<file path="config.mk">
export PLATFORM = sky130hd
export DESIGN_NAME = disp_scan
export DESIGN_NICKNAME = d
export VERILOG_FILES = /design/src/rtl/disp_pkg.sv /design/src/rtl/disp_seg7_decode.sv /design/src/rtl/disp_scan.sv
export SDC_FILE = /design/constraint.sdc
export NUM_CORES = 1
export LEC_CHECK = 0
export CORE_AREA = 2 2 76 78
export CTS_CLUSTER_DIAMETER = 50
export CTS_CLUSTER_SIZE = 25
export DETAILED_ROUTE_END_ITERATION = 10
export DIE_AREA = 0 0 78 80
export DONT_BUFFER_PORTS = 1
export PLACE_DENSITY = 0.7
export SYNTH_ARGS = -nofsm -noshare
export SYNTH_HDL_FRONTEND = slang
export SYNTH_SLANG_ARGS = --single-unit
</file>
<file path="constraint.sdc">
create_clock -name clk_50Mhz -period 6.8 [get_ports clk_50Mhz]
set_input_delay 1.36 -clock clk_50Mhz [delete_from_list [all_inputs] [get_ports clk_50Mhz]]
set_output_delay 1.36 -clock clk_50Mhz [all_outputs]
set_load 0.02 [all_outputs]
</file>
<file path="src/rtl/disp_pkg.sv">
// Shared constants for the multiplexed 7-segment display path.
// Segment codes are active-low, bit order {g,f,e,d,c,b,a}.
package disp_pkg;

    localparam int NUM_DIGITS = 6;

    localparam logic [7:0] SEG_BLANK = 8'hFF;
    localparam logic [6:0] SEG_DASH  = 7'b0111111;

    localparam logic [6:0] SEG_0 = 7'b1000000;
    localparam logic [6:0] SEG_1 = 7'b1111001;
    localparam logic [6:0] SEG_2 = 7'b0100100;
    localparam logic [6:0] SEG_3 = 7'b0110000;
    localparam logic [6:0] SEG_4 = 7'b0011001;
    localparam logic [6:0] SEG_5 = 7'b0010010;
    localparam logic [6:0] SEG_6 = 7'b0000010;
    localparam logic [6:0] SEG_7 = 7'b1111000;
    localparam logic [6:0] SEG_8 = 7'b0000000;
    localparam logic [6:0] SEG_9 = 7'b0010000;

    // Bit i set means digit index i lights its decimal point.
    localparam logic [5:0] DP_MASK = 6'b001010;

    typedef enum logic {
        ST_BLANK = 1'b0,
        ST_SHOW  = 1'b1
    } scan_state_t;

endpackage

</file>
<file path="src/rtl/disp_seg7_decode.sv">
// Combinational BCD nibble to active-low 7-segment decoder; A..F show a dash.
module seg7_decode
    import disp_pkg::*;
(
    input  logic [3:0] nib,
    output logic [6:0] seg
);

    always_comb begin
        seg = SEG_DASH;
        case (nib)
            4'd0: seg = SEG_0;
            4'd1: seg = SEG_1;
            4'd2: seg = SEG_2;
            4'd3: seg = SEG_3;
            4'd4: seg = SEG_4;
            4'd5: seg = SEG_5;
            4'd6: seg = SEG_6;
            4'd7: seg = SEG_7;
            4'd8: seg = SEG_8;
            4'd9: seg = SEG_9;
            default: seg = SEG_DASH;
        endcase
    end

endmodule

</file>
<file path="src/rtl/disp_scan.sv">
// Six-digit common-anode scanner: snapshots the BCD buffer once per frame and
// drives one digit per slot with a blanked lead-in; all outputs are registered.
module disp_scan
    import disp_pkg::*;
#(
    parameter int SCAN_DIV  = 50000,
    parameter int BLANK_CYC = 500
)(
    input  logic        clk_50Mhz,
    input  logic        rst,
    input  logic [23:0] dispbuf,
    input  logic        blank_lz,
    output logic [7:0]  seg,
    output logic [5:0]  an,
    output logic        frame_done
);

    localparam int CW = (SCAN_DIV > 1) ? $clog2(SCAN_DIV) : 1;

    logic [CW-1:0] cnt;
    logic [CW-1:0] cnt_nxt;
    logic [2:0]    idx;
    logic [23:0]   frame_buf;
    scan_state_t   state;
    scan_state_t   state_nxt;
    logic          slot_end;
    logic [3:0]    nib;
    logic          dp_on;
    logic [6:0]    seg_dec;
    logic [7:0]    seg_nxt;
    logic [5:0]    an_nxt;

    assign slot_end = (cnt == CW'(SCAN_DIV - 1));
    assign cnt_nxt  = slot_end ? '0 : cnt + CW'(1);

    seg7_decode u_dec (
        .nib (nib),
        .seg (seg_dec)
    );

    // Nibble and dp selection for the digit currently being scanned.
    always_comb begin
        nib   = 4'd0;
        dp_on = 1'b0;
        case (idx)
            3'd0: begin nib = frame_buf[23:20]; dp_on = DP_MASK[0]; end
            3'd1: begin nib = frame_buf[19:16]; dp_on = DP_MASK[1]; end
            3'd2: begin nib = frame_buf[15:12]; dp_on = DP_MASK[2]; end
            3'd3: begin nib = frame_buf[11:8];  dp_on = DP_MASK[3]; end
            3'd4: begin nib = frame_buf[7:4];   dp_on = DP_MASK[4]; end
            3'd5: begin nib = frame_buf[3:0];   dp_on = DP_MASK[5]; end
            default: begin nib = 4'd0; dp_on = 1'b0; end
        endcase
    end

    // State tracks the current counter value; outputs are computed from it
    // and registered, so the pins lag the counter by one cycle.
    always_comb begin
        state_nxt = state;
        an_nxt    = 6'b111111;
        seg_nxt   = SEG_BLANK;
        if (slot_end) begin
            state_nxt = ST_BLANK;
        end else if (cnt_nxt == CW'(BLANK_CYC)) begin
            state_nxt = ST_SHOW;
        end
        if (state == ST_SHOW) begin
            an_nxt = ~(6'b100000 >> idx);
            if (idx == 3'd0 && blank_lz && nib == 4'd0) begin
                seg_nxt = SEG_BLANK;
            end else begin
                seg_nxt = {~dp_on, seg_dec};
            end
        end
    end

    always_ff @(posedge clk_50Mhz) begin
        if (rst) begin
            cnt        <= '0;
            idx        <= 3'd0;
            frame_buf  <= 24'h0;
            state      <= ST_BLANK;
            an         <= 6'b111111;
            seg        <= SEG_BLANK;
            frame_done <= 1'b0;
        end else begin
            cnt   <= cnt_nxt;
            state <= state_nxt;
            if (slot_end) begin
                idx <= (idx == 3'(NUM_DIGITS - 1)) ? 3'd0 : idx + 3'd1;
            end
            // One snapshot per frame keeps a frame free of tearing.
            if (cnt == '0 && idx == 3'd0) begin
                frame_buf <= dispbuf;
            end
            an         <= an_nxt;
            seg        <= seg_nxt;
            frame_done <= slot_end && (idx == 3'(NUM_DIGITS - 1));
        end
    end

endmodule

</file>
==> impl_results.rst, run 1 <==
.. list-table::
   :header-rows: 1

   * - Metric
     - Value
   * - Via density
     - 5.575
   * - Aggregate global routing overflow
     - 0
   * - Setup bufs post-CTS
     - 0
   * - Element type at the critical path start
     - flop
   * - Crit path max fanout
     - 19
   * - DR pass1 iterations
     - 4
   * - Worst skew pair latency
     - 0.34 ns
   * - Placer's final routability congestion estimate
     - 0.9645
   * - Avg Cell Area, Syn
     - 8.310 µm²
   * - Clock tree root buffer cell
     - sky130_fd_sc_hd__clkbuf_8
   * - Number of library cell types mapped by synthesis
     - 49
   * - Design Area, Final
     - 3028 µm²
   * - Antenna Cells
     - 0
   * - Number of routed nets with antenna violations
     - 0
   * - Final Power
     - 0.0008226 W
   * - Start point of the critical path
     - idx[2]
   * - Initial Utilization
     - 51.97%
   * - Category of the worst setup path capture point
     - flop
   * - Cells along the critical path
     - inv_1, ha_1, and2_1, o41ai_1, a21oi_1, inv_1, ha_1, nor2b_1, and4_1, a21oi_1, o211ai_1, a21o_1
   * - Sum of routed wire length over all layers
     - 5.798 mm
   * - Yosys reg bits
     - 59
   * - Final net count
     - 360
   * - Number of slew-limit violations in the final report
     - 0
   * - Outcome
     - complete, no violations
   * - Worst hold path type
     - flop to flop
   * - Final Skew
     - 0.009445 ns
   * - Maximum clock frequency
     - 326.9 MHz
   * - Post-CTS Resized
     - 0
   * - Power density normalized to cell area
     - 271.7 nW/µm²
   * - Synth Flop Type
     - sky130_fd_sc_hd__dfxtp_1
   * - Largest delay share family, worst path
     - compound AO/OA/AOI/OAI gates
   * - Total routing usage reported by global routing
     - 20.08%
   * - Via count of the first global-routing pass
     - 1,969
   * - R2R Path Start
     - idx[2]
   * - Placement row count
     - 27
   * - Max-capacitance violation count
     - 0
   * - Post-synthesis to final-layout area growth
     - 7.795%
   * - DP Wirelength
     - 4.025 mm
   * - Number of enable-type register cells in the synthesized netlist
     - 0
   * - Register area share after synthesis
     - 42.05%
   * - RSZ-0062 raised after global routing
     - false
   * - Stage delay of the slowest cell on the critical path
     - 0.71 ns
   * - Die height
     - 80 µm
   * - Die Area
     - 6240 µm²
   * - Hold buffer count at CTS
     - 0
   * - Clock period minus final worst setup slack
     - 3.059 ns
   * - Synthesized instance count
     - 338
   * - Data required time of the critical path
     - 7.09 ns
   * - Final sum of negative setup slack
     - 0 ns
   * - Post-route clock period utilization
     - 44.98%
   * - Total buffers and inverters traversed by the critical path
     - 2
   * - Hold path start
     - frame_buf[17]
   * - Cell count after placement
     - 386
   * - Post-synthesis net count
     - 373
   * - Cell leakage power
     - 1.136 nW
   * - Average routed wire per standard cell
     - 14.42 µm
   * - Detailed-route via count
     - 2,241
   * - Hold slack final
     - 0.4481 ns
   * - Worst slew margin relative to its limit
     - 32.17%
   * - Ys async rst share
     - 0%
   * - Horiz. Die Dim
     - 78 µm
   * - Critical Path AT
     - 3.35 ns
   * - Number of violations reported at the end of detailed-routing iteration 0
     - 196
   * - Global-route wire length before repair
     - 9.784 mm
   * - Synth warn
     - 0
   * - Sink count of the clock tree
     - 59
   * - Post-synthesis instance area
     - 2809 µm²
   * - Max stage delay cell, worst path
     - sky130_fd_sc_hd__dfxtp_1
   * - Post-Layout Cell Count
     - 402
   * - Number of input and output port buffers inserted
     - 0
   * - Number of antenna violations at the first check in global routing
     - 0
   * - Peak supply drop
     - 0.1606 mV
   * - Final setup violation count
     - 0
   * - CTS tree
     - built
   * - Number of buffers between clock root and the deepest sink
     - 2
   * - I/O pins
     - 42
   * - Placed inst area
     - 2786 µm²
   * - Placeable Area
     - 5405 µm²
   * - Count of fill cells added during filler insertion
     - 532
   * - Fraction of final layout cells with drive strength greater than 1
     - 7.576%
   * - Worst Tran Pin Value
     - 1.014 ns
   * - Worst-path clk slew
     - 0.06 ns
   * - H-tree depth reported by CTS
     - 3
   * - Kind of critical path
     - flop to flop
   * - Pin count of the biggest net entering global routing
     - 38
   * - Inserted Clock Buffers
     - 9
   * - Final hold violation count
     - 0
   * - Drt drc
     - 0
## power by group
| part | total, W | internal (W) | leakage, nW | switching, W |
|---|---|---|---|---|
| sequential | 0.000370 | 0.000360 | 0.481 | 0.00000968 |
| clock | 0.000388 | 0.000252 | 0.123 | 0.000136 |
| combinational | 0.0000641 | 0.0000245 | 0.532 | 0.0000396 |
## state kept, by name (all words and copies together) (netlist names)
register	flops
an	6
cnt	16
frame_buf	24
frame_done	1
idx	3
seg	8
state	1
## cells in the final DEF, fill, tap and decap left out, types with 2 or more instances in the layout
cell type,count
sky130_fd_sc_hd__nor2_1,25
sky130_fd_sc_hd__clkinv_2,2
sky130_fd_sc_hd__or2_2,3
sky130_fd_sc_hd__or4_1,3
sky130_fd_sc_hd__o211ai_1,3
sky130_fd_sc_hd__ha_1,8
sky130_fd_sc_hd__nor3_1,7
sky130_fd_sc_hd__nor4_1,3
sky130_fd_sc_hd__dfxtp_1,59
sky130_fd_sc_hd__mux2i_1,10
sky130_fd_sc_hd__and2_1,5
sky130_fd_sc_hd__nand4_1,8
sky130_fd_sc_hd__xnor2_1,8
sky130_fd_sc_hd__and4_1,3
sky130_fd_sc_hd__inv_1,8
sky130_fd_sc_hd__bufinv_16,3
sky130_fd_sc_hd__o21ai_0,5
sky130_fd_sc_hd__nand2b_1,4
sky130_fd_sc_hd__nand3b_1,4
sky130_fd_sc_hd__a211oi_1,2
sky130_fd_sc_hd__nand2_1,62
sky130_fd_sc_hd__clkbuf_8,10
sky130_fd_sc_hd__o221ai_1,2
sky130_fd_sc_hd__a31o_2,2
sky130_fd_sc_hd__nor2b_1,3
sky130_fd_sc_hd__a22oi_1,4
sky130_fd_sc_hd__a21oi_1,31
sky130_fd_sc_hd__and3_1,5
sky130_fd_sc_hd__xor2_1,9
sky130_fd_sc_hd__nand3_1,10
## cell usage after synthesis, types with 2 or more instances
master | count | area share, %
sky130_fd_sc_hd__clkbuf_1 | 18 | 2.4
sky130_fd_sc_hd__and4_1 | 3 | 0.94
sky130_fd_sc_hd__xnor2_1 | 8 | 2.5
sky130_fd_sc_hd__buf_6 | 2 | 0.80
sky130_fd_sc_hd__inv_1 | 8 | 1.1
sky130_fd_sc_hd__or2_2 | 3 | 0.67
sky130_fd_sc_hd__a22oi_1 | 4 | 1.1
sky130_fd_sc_hd__nor2_1 | 25 | 3.3
sky130_fd_sc_hd__buf_2 | 3 | 0.53
sky130_fd_sc_hd__xor2_1 | 9 | 2.8
sky130_fd_sc_hd__ha_1 | 8 | 3.6
sky130_fd_sc_hd__a31o_2 | 2 | 0.62
sky130_fd_sc_hd__nand3_1 | 10 | 1.8
sky130_fd_sc_hd__nand2b_1 | 4 | 0.89
sky130_fd_sc_hd__and2_1 | 5 | 1.1
sky130_fd_sc_hd__nand3b_1 | 4 | 1.1
sky130_fd_sc_hd__o221ai_1 | 2 | 0.62
sky130_fd_sc_hd__nand2_1 | 62 | 8.3
sky130_fd_sc_hd__mux2i_1 | 10 | 3.6
sky130_fd_sc_hd__or4_1 | 3 | 0.80
sky130_fd_sc_hd__nand4_1 | 8 | 1.8
sky130_fd_sc_hd__a211oi_1 | 2 | 0.53
sky130_fd_sc_hd__o211ai_1 | 3 | 0.80
sky130_fd_sc_hd__dfxtp_1 | 59 | 42
sky130_fd_sc_hd__and3_1 | 5 | 1.1
sky130_fd_sc_hd__nor4_1 | 3 | 0.67
sky130_fd_sc_hd__a21oi_1 | 31 | 5.5
sky130_fd_sc_hd__nor3_1 | 7 | 1.2
sky130_fd_sc_hd__nor2b_1 | 3 | 0.67
sky130_fd_sc_hd__o21ai_0 | 5 | 0.89
## cell type report
type | count | area, µm² | area share (%)
Clock buffer | 11 | 141.4 | 4.669
Multi-Input combinational cell | 247 | 1485 | 49.05
Clock inverter | 5 | 100.1 | 3.306
Tap cell | 72 | 90.09 | 2.975
Inverter | 8 | 30.03 | 0.9917
Sequential cell | 59 | 1181 | 39.01
## path summary, 6_finish.rpt
| kind | to | slack, ns | cells past startpoint |
|---|---|---|---|
| max | seg[6] | 3.74 | 12 |
| min | frame_buf[17] | 0.45 | 2 |
| max reg2reg | seg[6] | 3.74 | 12 |
| min reg2reg | frame_buf[17] | 0.45 | 2 |
## stage by stage
stage / utilization, % / worst slack (ns)
after global placement: 51.55 / 3.936
after CTS: 56.02 / 3.761
after floorplan: - / 4.092
final: 56.02 / 3.741
after detailed placement: 51.55 / 3.792
after global routing: 56.02 / 3.474
## per-layer routing
metal,GRT usage [%],share of wire (%)
met1,30.23,52
met2,26.12,39
met5,0,0
met4,9.474,1.7
met3,5.090,6.9
## cells by family after synthesis
| family | after synthesis | share of synthesized area (%) |
|---|---|---|
| AOI/OAI and AO/OA | 57 | 12.38 |
| xor gates and xnor gates | 17 | 5.301 |
| adders and majority gates | 8 | 3.564 |
| buffers and inverters | 32 | 5.078 |
| DFF | 59 | 42.05 |
| muxes | 10 | 3.564 |
| and+or+nand+nor | 155 | 28.06 |
## worst reg2reg max path, delay by kind of cell (launching register included)
| family | cells | cell delay, ns |
|---|---|---|
| AO/OA/AOI/OAI | 5 | 0.84 |
| flip-flops | 1 | 0.71 |
| AND/OR/NAND/NOR | 3 | 0.64 |
| adder cells (fa/ha/maj) | 2 | 0.48 |
| buffers and inverters | 2 | 0.35 |
Note: power is estimated with default switching activity, not from simulation.
==> run 2, diff against run 1 <==
==> constraint.sdc (replaced) <==
create_clock -name clk_50Mhz -period 3.1 [get_ports clk_50Mhz]
set_input_delay 0.62 -clock clk_50Mhz [delete_from_list [all_inputs] [get_ports clk_50Mhz]]
set_output_delay 0.62 -clock clk_50Mhz [all_outputs]
set_load 0.02 [all_outputs]
==> impl_results.rst, run 2 (synthesis gave the netlist of run 1 again) <==
.. list-table::
   :header-rows: 1

   * - Metric
     - Value
   * - Outcome
     - complete, no violations
   * - Hold slack final
     - 0.3555 ns (-0.09267 ns)
   * - Final net count
     - 366 (+1.7%)
   * - H-tree depth reported by CTS
     - 3 (unchanged)
   * - Post-route clock period utilization
     - 88.63% (+44 points)
   * - Antenna Cells
     - 0 (unchanged)
   * - Hold buffer count at CTS
     - 0 (unchanged)
   * - Pin count of the biggest net entering global routing
     - 38 (unchanged)
   * - Sink count of the clock tree
     - 59 (unchanged)
   * - Global-route wire length before repair
     - 9.804 mm (+0.20%)
   * - Hold path start
     - rst
   * - Largest regs
     - frame_buf x24, cnt x16, seg x8
   * - Die Area
     - 6240 µm² (unchanged)
   * - Final Power
     - 0.001540 W (+87%)
   * - Total buffers and inverters traversed by the critical path
     - 2 (unchanged)
   * - P_int
     - 0.001153 W (+81%)
   * - Clock share of power
     - 37.7% (-9.5 points)
   * - Power density normalized to cell area
     - 514.5 nW/µm² (+89%)
   * - Number of antenna violations at the first check in global routing
     - 0 (unchanged)
   * - Total routing usage reported by global routing
     - 20.25% (+0.17 points)
   * - Peak supply drop
     - 0.2562 mV (+60%)
   * - Number of input and output port buffers inserted
     - 0 (unchanged)
   * - Number of flip-flops in the largest register
     - 24 (unchanged)
   * - Number of buffers between clock root and the deepest sink
     - 2 (unchanged)
   * - Critical Path AT
     - 2.92 ns (-0.43 ns)
   * - Sequential power share
     - 52.7% (+7.7 points)
   * - Post-Layout Cell Count
     - 407 (+1.2%)
   * - Cell leakage power
     - 1.129 nW (-0.59%)
   * - Final sum of negative setup slack
     - 0 ns (unchanged)
   * - Final setup violation count
     - 0 (unchanged)
   * - Worst-path clk slew
     - 0.06 ns (about the same)
   * - Horiz. Die Dim
     - 78 µm (unchanged)
   * - Reg2Reg Capture Point
     - seg[5]
   * - Placement row count
     - 27 (unchanged)
   * - Max-capacitance violation count
     - 0 (unchanged)
   * - Initial Utilization
     - 51.97% (unchanged)
   * - DR pass1 iterations
     - 4 (unchanged)
   * - DP Wirelength
     - 4.127 mm (+2.5%)
   * - Placer's final routability congestion estimate
     - 0.9212 (-4.5%)
   * - Cells along the critical path
     - buf_4, and2_1, ha_1, and2_1, o41ai_1, a21oi_1, inv_1, ha_1, nor2b_1, and4_1, nor3_1, a22oi_1
   * - Largest delay share family, worst path
     - simple AND/OR/NAND/NOR gates
   * - Data required time of the critical path
     - 3.27 ns (-3.82 ns)
   * - Leading cell type in the layout, fill and taps excluded
     - sky130_fd_sc_hd__nand2_1
   * - Element type at the critical path start
     - flop
   * - CTS tree
     - built
   * - Final hold violation count
     - 0 (unchanged)
   * - Worst skew pair latency
     - 0.33 ns (about the same)
   * - Placed inst area
     - 2831 µm² (+1.6%)
   * - Reg-to-reg setup timing slack
     - 0.35 ns (-3.39 ns)
   * - Drt drc
     - 0 (unchanged)
   * - Clock tree root buffer cell
     - sky130_fd_sc_hd__clkbuf_8
   * - Endpoint with the worst hold slack
     - cnt[11]
   * - Fraction of final layout cells with drive strength greater than 1
     - 8.955% (+1.4 points)
   * - Cell count after placement
     - 392 (+1.6%)
   * - Worst hold path type
     - input pin to flop
   * - Worst Tran Pin Value
     - 0.7558 ns (-0.2586 ns)
   * - Average routed wire per standard cell
     - 14.29 µm (-0.96%)
   * - Max stage delay cell, worst path
     - sky130_fd_sc_hd__dfxtp_1
   * - Combinational share of power
     - 9.6% (+1.8 points)
   * - Placeable Area
     - 5405 µm² (unchanged)
   * - Switch share
     - 25.14% (+2.6 points)
   * - Commonest cells after routing, fill and taps aside
     - sky130_fd_sc_hd__nand2_1 (62), sky130_fd_sc_hd__dfxtp_1 (58), sky130_fd_sc_hd__a21oi_1 (31), sky130_fd_sc_hd__nor2_1 (25)
   * - Cell count of the worst hold path
     - 1 (-1)
   * - Maximum clock frequency
     - 364.0 MHz (+11%)
   * - Register with the most flip-flops
     - frame_buf
   * - Category of the worst setup path capture point
     - flop
   * - Sum of routed wire length over all layers
     - 5.814 mm (+0.28%)
   * - Post-synthesis to final-layout area growth
     - 6.548%
   * - Design Area, Final
     - 2993 µm² (-1.2%)
   * - Worst slew margin relative to its limit
     - 49.51% (+17 points)
   * - Clock period minus final worst setup slack
     - 2.747 ns (-0.3114 ns)
   * - Kind of critical path
     - flop to flop
   * - Die height
     - 80 µm (unchanged)
   * - Crit path max fanout
     - 16 (-3)
   * - Cell depth of the worst flop-to-flop path
     - 12 (unchanged)
   * - R2R Path Start
     - idx[0]
   * - Net switching power of the design
     - 0.0003870 W (+110%)
   * - I/O pins
     - 42 (unchanged)
   * - Aggregate global routing overflow
     - 0 (unchanged)
   * - Number of violations reported at the end of detailed-routing iteration 0
     - 190 (-3.1%)
   * - Inserted Clock Buffers
     - 9 (unchanged)
   * - RSZ-0062 raised after global routing
     - false
   * - Number of routed nets with antenna violations
     - 0 (unchanged)
   * - Via count of the first global-routing pass
     - 2,069 (+5.1%)
   * - Final Skew
     - 0.005784 ns (-0.003662 ns)
   * - Via density
     - 5.526 (-0.88%)
   * - Detailed-route via count
     - 2,249 (+0.36%)
   * - Stage delay of the slowest cell on the critical path
     - 0.31 ns (-0.40 ns)
   * - Number of slew-limit violations in the final report
     - 0 (unchanged)
-- run 2: how the worst max path moves through the flow --
| stage | start | to | slack [ns] | cells after the start |
|---|---|---|---|---|
| after floorplan | idx[1] | seg[6] | 0.39 | 14 |
| after global placement | idx[2] | seg[6] | 0.38 | 12 |
| after detailed placement | idx[2] | seg[6] | 0.23 | 12 |
| after CTS | idx[2] | seg[6] | 0.21 | 12 |
| after global routing | idx[2] | seg[3] | 0.007 | 11 |
| final | idx[0] | seg[5] | 0.35 | 12 |
-- run 2: cell type report --
cell class                 instances  area, µm²
clock buffer                      12      145.1
clock inverter                     3      15.01
fill                             504       2412
inverter                           8      30.03
multi-input combinational        247       1485
sequential                        59       1182
tap                               72      90.09
timing repair buffer               6      45.04
-- run 2: power groups by stage --
stage	clock network (W)	logic (W)	registers, W
2_1_floorplan	0	0.000134	0.000820
3_3_place_gp	0	0.000143	0.000828
3_5_place_dp	0	0.000147	0.000829
4_1_cts	0.000596	0.000148	0.000812
5_1_grt	0.000633	0.000169	0.000815
6_report	0.000580	0.000148	0.000812
-- run 2: metrics by stage --
step	util [%]	setup slack, ns
final	55.37	0.3526
after global routing	55.37	0.007216
after CTS	55.35	0.2093
after detailed placement	52.38	0.2309
after global placement	52.38	0.3812
after floorplan	-	0.3918
-- run 2: metal layers --
layer	global-route usage (%)	part of all wire (%)	vias to the layer above
met5	0	0	-
met4	6.491	0.72	0
met3	7.692	6.4	5
met2	28.45	43	63
met1	28.41	50	1033
li1	-	-	1148
-- run 2: repair_timing --
item / in CTS / in global routing
gates resized for setup: 0 / 1
hold endpoints to repair: 0 / 0
endpoints found under the setup margin: 0 / 7
setup buffers: 0 / 0
==> run 3, diff against run 2 <==
--- a/config.mk
+++ b/config.mk
@@ -5,13 +5,14 @@
 export SDC_FILE = /design/constraint.sdc
 export NUM_CORES = 1
 export LEC_CHECK = 0
-export CORE_AREA = 2 2 76 78
+export CORE_AREA = 2 2 77 79
 export CTS_CLUSTER_DIAMETER = 50
 export CTS_CLUSTER_SIZE = 25
 export DETAILED_ROUTE_END_ITERATION = 10
-export DIE_AREA = 0 0 78 80
+export DIE_AREA = 0 0 79 81
 export DONT_BUFFER_PORTS = 1
-export PLACE_DENSITY = 0.7
+export PLACE_DENSITY = 0.71
 export SYNTH_ARGS = -nofsm -noshare
 export SYNTH_HDL_FRONTEND = slang
+export SYNTH_HIERARCHICAL = 1
 export SYNTH_SLANG_ARGS = --single-unit
==> impl_results.rst, run 3 <==
.. list-table::
   :header-rows: 1

   * - Metric
     - Value
   * - Power density normalized to cell area
     - 535.7 nW/µm² (+4.1%)
   * - Yosys reg bits
     - 59 (unchanged)
   * - Placeable Area
     - 5675 µm² (+5.0%)
   * - Worst skew pair latency
     - 0.35 ns (+0.02 ns)
   * - Synth Flop Type
     - sky130_fd_sc_hd__dfxtp_1
   * - Maximum clock frequency
     - 396.0 MHz (+8.8%)
   * - Hold buffer count at CTS
     - 0 (unchanged)
   * - Post-Layout Cell Count
     - 413 (+1.5%)
   * - Register area share after synthesis
     - 40.45% (-1.6 points)
   * - Worst-path clk slew
     - 0.07 ns (about the same)
   * - Most numerous cell types in the synthesized netlist
     - sky130_fd_sc_hd__nand2_1 (64), sky130_fd_sc_hd__dfxtp_1 (59), sky130_fd_sc_hd__a21oi_1 (38)
   * - Drt drc
     - 0 (unchanged)
   * - Avg Cell Area, Syn
     - 8.564 µm² (+3.0%)
   * - Global-route wire length before repair
     - 9.411 mm (-4.0%)
   * - Worst slew margin relative to its limit
     - 44.46% (-5.0 points)
   * - Synth warn
     - 6 (+6)
   * - Number of violations reported at the end of detailed-routing iteration 0
     - 149 (-22%)
   * - Number of buffers between clock root and the deepest sink
     - 2 (unchanged)
   * - Via count of the first global-routing pass
     - 2,022 (-2.3%)
   * - CTS tree
     - built
   * - Number of routed nets with antenna violations
     - 0 (unchanged)
   * - Clock period minus final worst setup slack
     - 2.525 ns (-0.2222 ns)
   * - Kind of critical path
     - flop to flop
   * - Pin count of the biggest net entering global routing
     - 37 (-2.6%)
   * - Hold slack final
     - 0.3310 ns (-0.02448 ns)
   * - Outcome
     - complete, no violations
   * - Placer's final routability congestion estimate
     - 0.8451 (-8.3%)
   * - Die height
     - 81 µm (+1.3%)
   * - Setup bufs post-CTS
     - 0 (unchanged)
   * - Critical Path AT
     - 2.77 ns (-0.15 ns)
   * - DP Wirelength
     - 4.026 mm (-2.4%)
   * - Library cell with the largest summed area after synthesis
     - sky130_fd_sc_hd__dfxtp_1
   * - Final Skew
     - 0.01031 ns (+0.004526 ns)
   * - Cell count after placement
     - 397 (+1.3%)
   * - Register with the most flip-flops
     - frame_buf
   * - Element type at the critical path start
     - flop
   * - Max-capacitance violation count
     - 0 (unchanged)
   * - Data required time of the critical path
     - 3.34 ns (+0.07 ns)
   * - Leading cell type in the layout, fill and taps excluded
     - sky130_fd_sc_hd__nand2_1
   * - Reg-to-reg setup timing slack
     - 0.57 ns (+0.22 ns)
   * - Detailed-route via count
     - 2,231 (-0.80%)
   * - Antenna Cells
     - 0 (unchanged)
   * - Post-synthesis to final-layout area growth
     - 5.098%
   * - Number of enable-type register cells in the synthesized netlist
     - 0 (unchanged)
   * - Clock tree root buffer cell
     - sky130_fd_sc_hd__clkbuf_8
   * - Die Area
     - 6399 µm² (+2.5%)
   * - Final hold violation count
     - 0 (unchanged)
   * - Number of slew-limit violations in the final report
     - 0 (unchanged)
   * - Placement row count
     - 28 (+3.7%)
   * - Peak supply drop
     - 0.2601 mV (+1.5%)
   * - Post-synthesis instance area
     - 2920 µm² (+4.0%)
   * - Final sum of negative setup slack
     - 0 ns (unchanged)
   * - Biggest area contributors in the synthesized netlist
     - sky130_fd_sc_hd__dfxtp_1 (40%), sky130_fd_sc_hd__nand2_1 (8.2%), sky130_fd_sc_hd__a21oi_1 (6.5%)
   * - Number of flip-flops in the largest register
     - 24 (unchanged)
   * - Number of antenna violations at the first check in global routing
     - 0 (unchanged)
   * - RSZ-0062 raised after global routing
     - false
   * - I/O pins
     - 42 (unchanged)
   * - Total routing usage reported by global routing
     - 19.04% (-1.2 points)
   * - Aggregate global routing overflow
     - 0 (unchanged)
   * - Worst Tran Pin Value
     - 0.8322 ns (+0.07635 ns)
   * - Sink count of the clock tree
     - 59 (unchanged)
   * - Final setup violation count
     - 0 (unchanged)
   * - Largest regs
     - frame_buf x24, cnt x16, seg x8
   * - Portion of synthesized cell area occupied by the leading cell type
     - 40.45% (-1.6 points)
   * - Post-synthesis net count
     - 376 (+0.80%)
   * - Number of library cell types mapped by synthesis
     - 59 (+20%)
   * - Post-CTS Resized
     - 0 (unchanged)
   * - Initial Utilization
     - 51.46% (-0.51 points)
   * - Ys async rst share
     - 0% (unchanged)
   * - Sum of routed wire length over all layers
     - 5.732 mm (-1.4%)
   * - Synthesized instance count
     - 341 (+0.89%)
   * - Cell leakage power
     - 1.082 nW (-4.2%)
   * - Average routed wire per standard cell
     - 13.88 µm (-2.8%)
   * - Number of input and output port buffers inserted
     - 0 (unchanged)
   * - Category of the worst setup path capture point
     - flop
   * - Post-placement worst setup slack
     - 0.6229 ns (+0.3920 ns)
   * - Final net count
     - 368 (+0.55%)
   * - Worst hold path type
     - input pin to flop
   * - Via density
     - 5.402 (-2.2%)
   * - Inserted Clock Buffers
     - 9 (unchanged)
   * - Post-route clock period utilization
     - 81.46% (-7.2 points)
   * - H-tree depth reported by CTS
     - 3 (unchanged)
   * - Fraction of final layout cells with drive strength greater than 1
     - 10.95% (+2.0 points)
   * - Most numerous cell in the Yosys netlist
     - sky130_fd_sc_hd__nand2_1
   * - DR pass1 iterations
     - 4 (unchanged)
   * - Crit path max fanout
     - 13 (-3)
   * - Commonest cells after routing, fill and taps aside
     - sky130_fd_sc_hd__nand2_1 (64), sky130_fd_sc_hd__dfxtp_1 (59), sky130_fd_sc_hd__a21oi_1 (38), sky130_fd_sc_hd__nor2_1 (29), sky130_fd_sc_hd__clkbuf_8 (13)
   * - Horiz. Die Dim
     - 79 µm (+1.3%)
   * - Final WS setup
     - 0.5748 ns (+0.2222 ns)
-- run 3: cell types whose count changed after synthesis, moves of 4 or more --
cell	before	now
sky130_fd_sc_hd__a22oi_1	4	0
sky130_fd_sc_hd__a21oi_1	31	38
sky130_fd_sc_hd__nor2_1	25	29
sky130_fd_sc_hd__and3_1	5	1
sky130_fd_sc_hd__mux2i_1	10	4
sky130_fd_sc_hd__or2_1	0	9
sky130_fd_sc_hd__clkbuf_1	18	5
-- run 3: per-stage QoR --
stage / util [%] / power (W) / area, µm²
2_1_floorplan: - / 0.0009602 / 2920
3_3_place_gp: 50.57 / 0.0009734 / 2870
3_5_place_dp: 50.57 / 0.0009765 / 2870
4_1_cts: 54.08 / 0.001656 / 3069
5_1_grt: 54.08 / 0.001718 / 3069
6_report: 54.08 / 0.001644 / 3069
-- run 3: worst paths after layout --
kind / from / endpoint / cells after the start
setup / recovery: idx[2] / seg[2] / 10
hold reg to reg: frame_buf[20] / frame_buf[20] / 2
hold / removal: rst / cnt[5] / 1
setup reg to reg: idx[2] / seg[2] / 10
-- run 3: kinds of logic after synthesis --
logic type | synth area share, %
AOI/OAI and AO/OA | 11.91
xor gates and xnor gates | 4.798
adders and majority gates | 3.428
buffers and inverters | 7.369
DFF | 40.45
muxes | 2.913
and+or+nand+nor | 29.13
-- run 3: final cells by class --
type                    count  area [µm²]
well taps                  75       93.84
flip-flops and latches     59        1181
inverters                  11       41.29
fillers                   527        2606
multi-input cells         248        1524
clock buffers              13       178.9
repair buffers              4       30.03
clock inverters             3       20.02
-- run 3: per-layer routing --
layer	wire, µm	up-vias	track usage (%)
met3	344	11	6.111
met1	2710	1038	24.50
met4	135	0	10.69
li1	-	1135	-
met2	2542	47	28.22
met5	0	-	0
-- run 3: report_power, final --
group | internal [W] | leakage (nW) | total (W) | switching, W
Clock | 0.000376 | 0.0977 | 0.000683 | 0.000308
Combinational | 0.0000579 | 0.503 | 0.000146 | 0.0000882
Sequential | 0.000792 | 0.481 | 0.000815 | 0.0000230
Total | 0.00123 | 1.08 | 0.00164 | 0.000419
-- run 3: critical path, cell delays in order (launching register included) --
cell and delay, ns:
sky130_fd_sc_hd__dfxtp_1 0.45, sky130_fd_sc_hd__inv_1 0.21, sky130_fd_sc_hd__ha_1 0.29, sky130_fd_sc_hd__a32o_1 0.20, sky130_fd_sc_hd__nand2_1 0.07, sky130_fd_sc_hd__a21oi_1 0.30, sky130_fd_sc_hd__inv_1 0.14, sky130_fd_sc_hd__ha_1 0.23
sky130_fd_sc_hd__nor3b_1 0.14, sky130_fd_sc_hd__a21o_1 0.17, sky130_fd_sc_hd__or2_1 0.21
